**src/rtl/spec_pipe_buffer.sv**
```systemverilog
// Elastic inter-stage buffer with speculative-entry tagging.
// Circular store of DEPTH {data, spec} entries with valid/ready on both sides.
// Speculative entries are squashed on a branch miss, and their tags are
// cleared when the branch resolves. A flush drops everything.
module spec_pipe_buffer #(
    parameter int unsigned DATA_W = 64,
    parameter int unsigned DEPTH  = 4,
    parameter int unsigned CNT_W  = $clog2(DEPTH) + 1
) (
    input  logic              CLK,
    input  logic              nrst,
    input  logic              in_valid,
    output logic              in_ready,
    input  logic [DATA_W-1:0] in_data,
    input  logic              in_spec,
    output logic              out_valid,
    input  logic              out_ready,
    output logic [DATA_W-1:0] out_data,
    output logic              out_spec,
    input  logic              branch_miss,
    input  logic              branch_resolved,
    input  logic              flush,
    output logic [CNT_W-1:0]  count
);

    localparam int unsigned PW = $clog2(DEPTH);

    logic [DATA_W-1:0] mem_data [DEPTH];
    logic [DEPTH-1:0]  mem_spec;
    logic [PW-1:0]     rptr;
    logic [PW-1:0]     wptr;

    logic [PW-1:0]     rptr_n;
    logic [PW-1:0]     wptr_n;
    logic [CNT_W-1:0]  count_n;
    logic [DEPTH-1:0]  spec_n;
    logic              push;
    logic              pop;
    logic              found;
    logic [CNT_W-1:0]  koff;

    // Handshake and head presentation; head is read straight from storage so
    // there is no bypass from in_* to out_*.
    always_comb begin
        in_ready  = (count != CNT_W'(DEPTH)) && !branch_miss && !flush;
        out_data  = mem_data[rptr];
        out_spec  = mem_spec[rptr];
        out_valid = (count != '0) && !flush && !(branch_miss && mem_spec[rptr]);
        push      = in_valid && in_ready;
        pop       = out_valid && out_ready;
    end

    // Next-state: pointer/count updates, spec tag maintenance and squash.
    always_comb begin
        rptr_n  = rptr;
        wptr_n  = wptr;
        count_n = count;
        spec_n  = mem_spec;
        found   = 1'b0;
        koff    = '0;

        // Oldest speculative entry, as an offset from the head.
        for (int unsigned i = 0; i < DEPTH; i++) begin
            if (!found && (CNT_W'(i) < count) && mem_spec[rptr + PW'(i)]) begin
                found = 1'b1;
                koff  = CNT_W'(i);
            end
        end

        if (flush) begin
            rptr_n  = '0;
            wptr_n  = '0;
            count_n = '0;
        end else if (branch_miss) begin
            // Pushes are blocked here; a pop can only take a non-spec head.
            if (pop) begin
                rptr_n = rptr + PW'(1);
            end
            if (found) begin
                wptr_n  = rptr + PW'(koff);
                count_n = koff - CNT_W'(pop);
            end else begin
                count_n = count - CNT_W'(pop);
            end
        end else begin
            if (branch_resolved) begin
                spec_n = '0;
            end
            if (pop) begin
                rptr_n = rptr + PW'(1);
            end
            if (push) begin
                wptr_n       = wptr + PW'(1);
                spec_n[wptr] = in_spec && !branch_resolved;
            end
            count_n = count + CNT_W'(push) - CNT_W'(pop);
        end
    end

    // State register and payload storage.
    always_ff @(posedge CLK or negedge nrst) begin
        if (!nrst) begin
            rptr     <= '0;
            wptr     <= '0;
            count    <= '0;
            mem_spec <= '0;
            for (int unsigned i = 0; i < DEPTH; i++) begin
                mem_data[i] <= '0;
            end
        end else begin
            rptr     <= rptr_n;
            wptr     <= wptr_n;
            count    <= count_n;
            mem_spec <= spec_n;
            if (push) begin
                mem_data[wptr] <= in_data;
            end
        end
    end

endmodule

```
**config.mk**
```make
export PLATFORM = sky130hd
export DESIGN_NAME = spec_pipe_buffer
export DESIGN_NICKNAME = d
export VERILOG_FILES = /design/src/rtl/spec_pipe_buffer.sv
export SDC_FILE = /design/constraint.sdc
export NUM_CORES = 1
export LEC_CHECK = 0
export CAP_MARGIN = 20
export CORE_MARGIN = 1.5
export CORE_UTILIZATION = 40
export DETAILED_ROUTE_END_ITERATION = 8
export DONT_BUFFER_PORTS = 1
export SLEW_MARGIN = 10
export SYNTH_ARGS = -nofsm -noshare
export SYNTH_HDL_FRONTEND = slang
export SYNTH_SLANG_ARGS = --single-unit
```
**constraint.sdc**
```tcl
create_clock -name CLK -period 4.2 [get_ports CLK]
set_clock_uncertainty 0.1 [all_clocks]
set_input_delay 0.84 -clock CLK [delete_from_list [all_inputs] [get_ports CLK]]
set_output_delay 0.84 -clock CLK [all_outputs]
set_load 0.05 [all_outputs]
```
======== Word-level counts from Yosys, hierarchy flattened ========
Index checks and enable logic that the tools add are counted.
word-level totals
  register bits ........................... 267
  output and inout port bits .............. 70
cells by class
  add/subtract/negate cells ............... 9
  order comparisons ....................... 13
  equality and inequality tests ........... 2
  multiplexer cells ....................... 37
  bitwise gates (word level) .............. 4
  reduce and logical (&&, ||, !) cells .... 29
operators by type and width
  cell                                                                          count
  256-bit bitwise mux                                                           1
  64-bit 2-to-1 mux                                                             3
  64-bit binary-select mux with 2-bit select                                    1
  64-bit demux with 2-bit select                                                1
  1-bit logical AND                                                             17
  4-bit 2-to-1 mux                                                              4
  2-bit by 3-bit less-than comparator with 1-bit output, second input constant  5
  3-bit 2-to-1 mux                                                              5
  2-bit 2-to-1 mux                                                              6
  1-bit 2-to-1 mux                                                              10
  3-bit by 1-bit subtractor with 3-bit output                                   3
  1-bit binary-select mux with 2-bit select                                     4
  1-bit logical NOT                                                             7
  3-bit >= comparator, second input constant                                    2
  1-bit by 3-bit less-than comparator with 1-bit output, first input constant   2
  2-bit by 3-bit less-than comparator with 1-bit output, first input constant   2
  2-bit inverter with 3-bit output                                              2
  3-bit nonzero test                                                            2
  2-bit by 1-bit adder with 2-bit output, second input constant                 2
  2-bit adder, second input constant                                            2
  4-bit bitwise mux                                                             1
  2-bit AND reduction                                                           2
  3-bit by 1-bit adder with 3-bit output                                        1
  3-bit by 1-bit less-than comparator with 1-bit output, second input constant  1
  other kinds (7)                                                               8

======== Longest topological paths before layout ========
  word-level depth ........................ 20
  depth in mapped cells ................... 13
  gate-level depth less buffers ........... 11

======== Worst setup path before layout ========
Ideal clock, no wire load.
  path kind ............................... register to output
  from .................................... reg rptr[0]
  to ...................................... out out_valid
  arrival ................................. 2.440 ns
  slack ................................... 0.820 ns
  cell stages (with the launch flop) ...... 4
  path buffers ............................ 1
  cells stage by stage .................... dfrtp_1 -> buf_6 -> mux4_2 -> a211oi_1
between the ends
  cells in the longest elaborated chain, start to end .. 5
RTL lines
  what                                       line  text
  start, declared                            30    logic [PW-1:0] rptr;
  start signal, assigned                     111   rptr <= rptr_n;
  1-bit binary-select mux with 2-bit select  --
  1-bit 2-to-1 mux                           --
  via out_spec                               19    output logic out_spec,
  1-bit logical AND                          48    out_valid = (count != '0) && !flush && !(branch_miss && mem_spec[rptr]);
  1-bit logical NOT                          48
  1-bit logical AND                          48
  end, declared                              16    output logic out_valid,
The timed path passes the listed nets, and every way through them passes these cells. The select of a mux whose other input is x is not followed.

======== Worst setup path after layout ========
  from .................................... reg rptr[0]
  to ...................................... out out_data[32]
between the ends
  cells in the longest elaborated chain, start to end .. 4
RTL lines
  what                                                    line  text
  2-bit inverter with 3-bit output (implied by the code)  46    out_data = mem_data[rptr];
  64-bit binary-select mux with 2-bit select              46
  64-bit 2-to-1 mux (implied by the code) (2 in a row)    46
  end, declared                                           18    output logic [DATA_W-1:0] out_data,
Every way passes these cells. The select of a mux whose other input is x is not followed.

==> flow_summary.json <==
{
  "yosysTopAreaCell": "dfrtp_1",
  "setup_viol": 0,
  "cts_tree": "built",
  "cp_max_fo": 38,
  "synthCells": 747,
  "wl_per_cell_um": 23.2,
  "synth_commonest_cells": "dfrtp_1, mux2_4, mux2_2",
  "tightest_slew_ns": 1.01,
  "port_buffers": 0,
  "synthAdderAreaFrac_pct": 1.24,
  "synthesis.area_um2": 12700,
  "drt_iter0_markers": 360,
  "path_class": "reg2out",
  "fmax_ghz": 0.260,
  "die_h_um": 181,
  "top_layer": "met5",
  "critPathRequiredTime_ns": 3.26,
  "finalNetCount": 830,
  "clock_path_buffers": 3,
  "ys_seq_elements": 267,
  "vias_per_cell": 5.53,
  "synth_xor_area_share_pct": 0.344,
  "htreeDepth": 1,
  "wl_um": 27200,
  "rows": 65,
  "numClockSinks": 267,
  "synthSimpleGateAreaFrac_pct": 1.46,
  "async_reset_ff_share_pct": 100,
  "crit_arrival_ns": 2.91,
  "seq_area_frac_synth_pct": 52.5,
  "ir_drop_uv": 323,
  "track_usage_pct": 16.9,
  "syn_avg_cell_area_um2": 17.0,
  "first_pass_iters": 5,
  "critPathLaunchType": "flip-flop",
  "final_area_um2": 14100,
  "fin_crit_ns": 3.85,
  "final_core_util_pct": 44.9,
  "m1WireLength_um": 11300,
  "ys_types": 39,
  "synth_top_area_share_pct": 52.5,
  "synth_most_common_cell": "dfrtp_1",
  "grt_pass1_vias": 7465,
  "cap_violations": 0,
  "antenna_left": 0,
  "antenna-diode-count": 0,
  "core_um2": 31500,
  "grt_overflow_total": 0,
  "status": "finished with violations",
  "dominantRegCellSynth": "dfrtp_1",
  "drive_gt1_share_pct": 51.9,
  "drc": 0,
  "start_util_pct": 40.4,
  "hp-class": "in2async",
  "wl_met3_um": 1800,
  "cts_setup_buffers": 0,
  "violations": "hold timing",
  "yosysWarnings": 0,
  "gp_routability_congestion": 0.810,
  "ff2ff_path_depth": 10,
  "multiInputGateArea_um2": 5690,
  "tns_ns": 0,
  "regArea_um2": 6690,
  "p_leak_nw": 6.70,
  "syn_to_final_growth_pct": 11.0,
  "cts_buffers": 31,
  "placed_cell_area_um2": 13100,
  "ys_top_cells_by_area": "dfrtp_1, mux2_4, mux4_2, mux2_2, buf_6",
  "synthMuxAreaShare_pct": 39.2,
  "p_per_area_nw_per_um2": 574,
  "fin_crit_sh_pct": 91.7,
  "die-width_um": 181,
  "dr_wl_met2_um": 13200,
  "crit_path_end_kind": "output pin",
  "r2r_slack_ns": 0.56,
  "root_buffer": "clkbuf_16",
  "hold_viol_final": 118,
  "dp_hpwl_um": 17100,
  "grt_antenna_before_repair": 1,
  "timing.slew.headroom_pct": 32.3,
  "grt_pass1_wl_um": 44000,
  "synth_top_family_by_area": "multiplexers",
  "grt_start_max_net_pins": 268,
  "slew_viol_final": 0,
  "syn_nets": 831,
  "fill_cells": 2679,
  "path_clk_slew_ns": 0.06,
  "whs_ns": -0.119,
  "synth_compound_area_share_pct": 2.09,
  "io_pins": 142,
  "dr_total_vias": 6475,
  "synth_edf_count": 0,
  "die_area_um2": 32900,
  "clkLatencyLatePin_ns": 0.57,
  "rsz0062_at_grt": "no"
}
==> critical path, stage by stage, from the launching register on <==
cell and delay (ns):
dfrtp_4 0.44, buf_4 0.62, buf_6 0.48, mux4_2 0.74
==> area by class of cell <==
| type | instances | share of cell area, % |
|---|---|---|
| clock inverter | 12 | 1.12 |
| inverter | 10 | 0.266 |
| timing repair buffer | 14 | 1.13 |
| multi-input combinational | 422 | 40.3 |
| tap | 402 | 3.56 |
| sequential | 267 | 47.4 |
| clock buffer | 44 | 6.26 |
==> state kept, by name, indices dropped and copies added, names as in the netlist <==
register	flops
count	3
mem_spec	4
mem_data	256
rptr	2
wptr	2
==> power by group <==
group          internal, W  switching (W)
clock              0.00165        0.00108
combinational     0.000806        0.00125
sequential         0.00304       0.000288
==> cells in the final DEF, fill, tap and decap left out, types with 4 or more instances in the layout <==
master	n
buf_12	4
mux2_2	112
mux2_4	147
mux2i_1	4
clkbuf_16	31
clkbuf_8	6
dfrtp_1	265
nand2_1	5
nand2_4	4
clkbuf_1	7
ha_1	11
o31ai_1	6
a21oi_1	8
buf_4	9
nor2_1	15
nor3_1	4
o21ai_0	7
mux4_2	66
inv_1	10
==> cell families (layout without fill, tap and decap cells) <==
kind of cell	after synthesis	after routing
multiplexers	329	329
flip-flops	267	267
buffers and inverters	58	80
AND/OR/NAND/NOR	40	40
AO/OA/AOI/OAI	36	36
adder cells (fa/ha/maj)	12	12
XOR/XNOR	5	5
==> repair_timing <==
item / 4_1_cts / 5_1_grt
setup endpoints to repair: 0 / 34
hold endpoints to repair: 267 / 267
resized for setup: 0 / 1
==> path summary, 6_finish.rpt <==
check	from	endpoint
min	nrst	mem_data[238]
min reg2reg	mem_data[228]	mem_data[228]
min in group CLK	flush	rptr[1]
max in group asynchronous	nrst	rptr[1]
max reg2reg	rptr[1]	wptr[1]
max	rptr[0]	out_data[32]
==> per-stage QoR <==
step,worst slack [ns],hold WS (ns),instances,total power (W)
final,0.350,-0.119,1171,0.00810
after floorplan,0.820,0.374,747,0.00516
after detailed placement,0.577,0.389,1115,0.00544
after global routing,0.107,-0.148,1171,0.00845
after global placement,0.685,0.382,1115,0.00536
after CTS,0.00993,-0.145,1171,0.00821
==> layer usage <==
metal  GRT usage (%)  vias to the layer above
met3            5.00                       48
met1            21.3                     3471
li1                -                     2791
met4            5.47                        2
met2            27.9                      163
met5               0                        -
(Power assumes the default switching activity.)
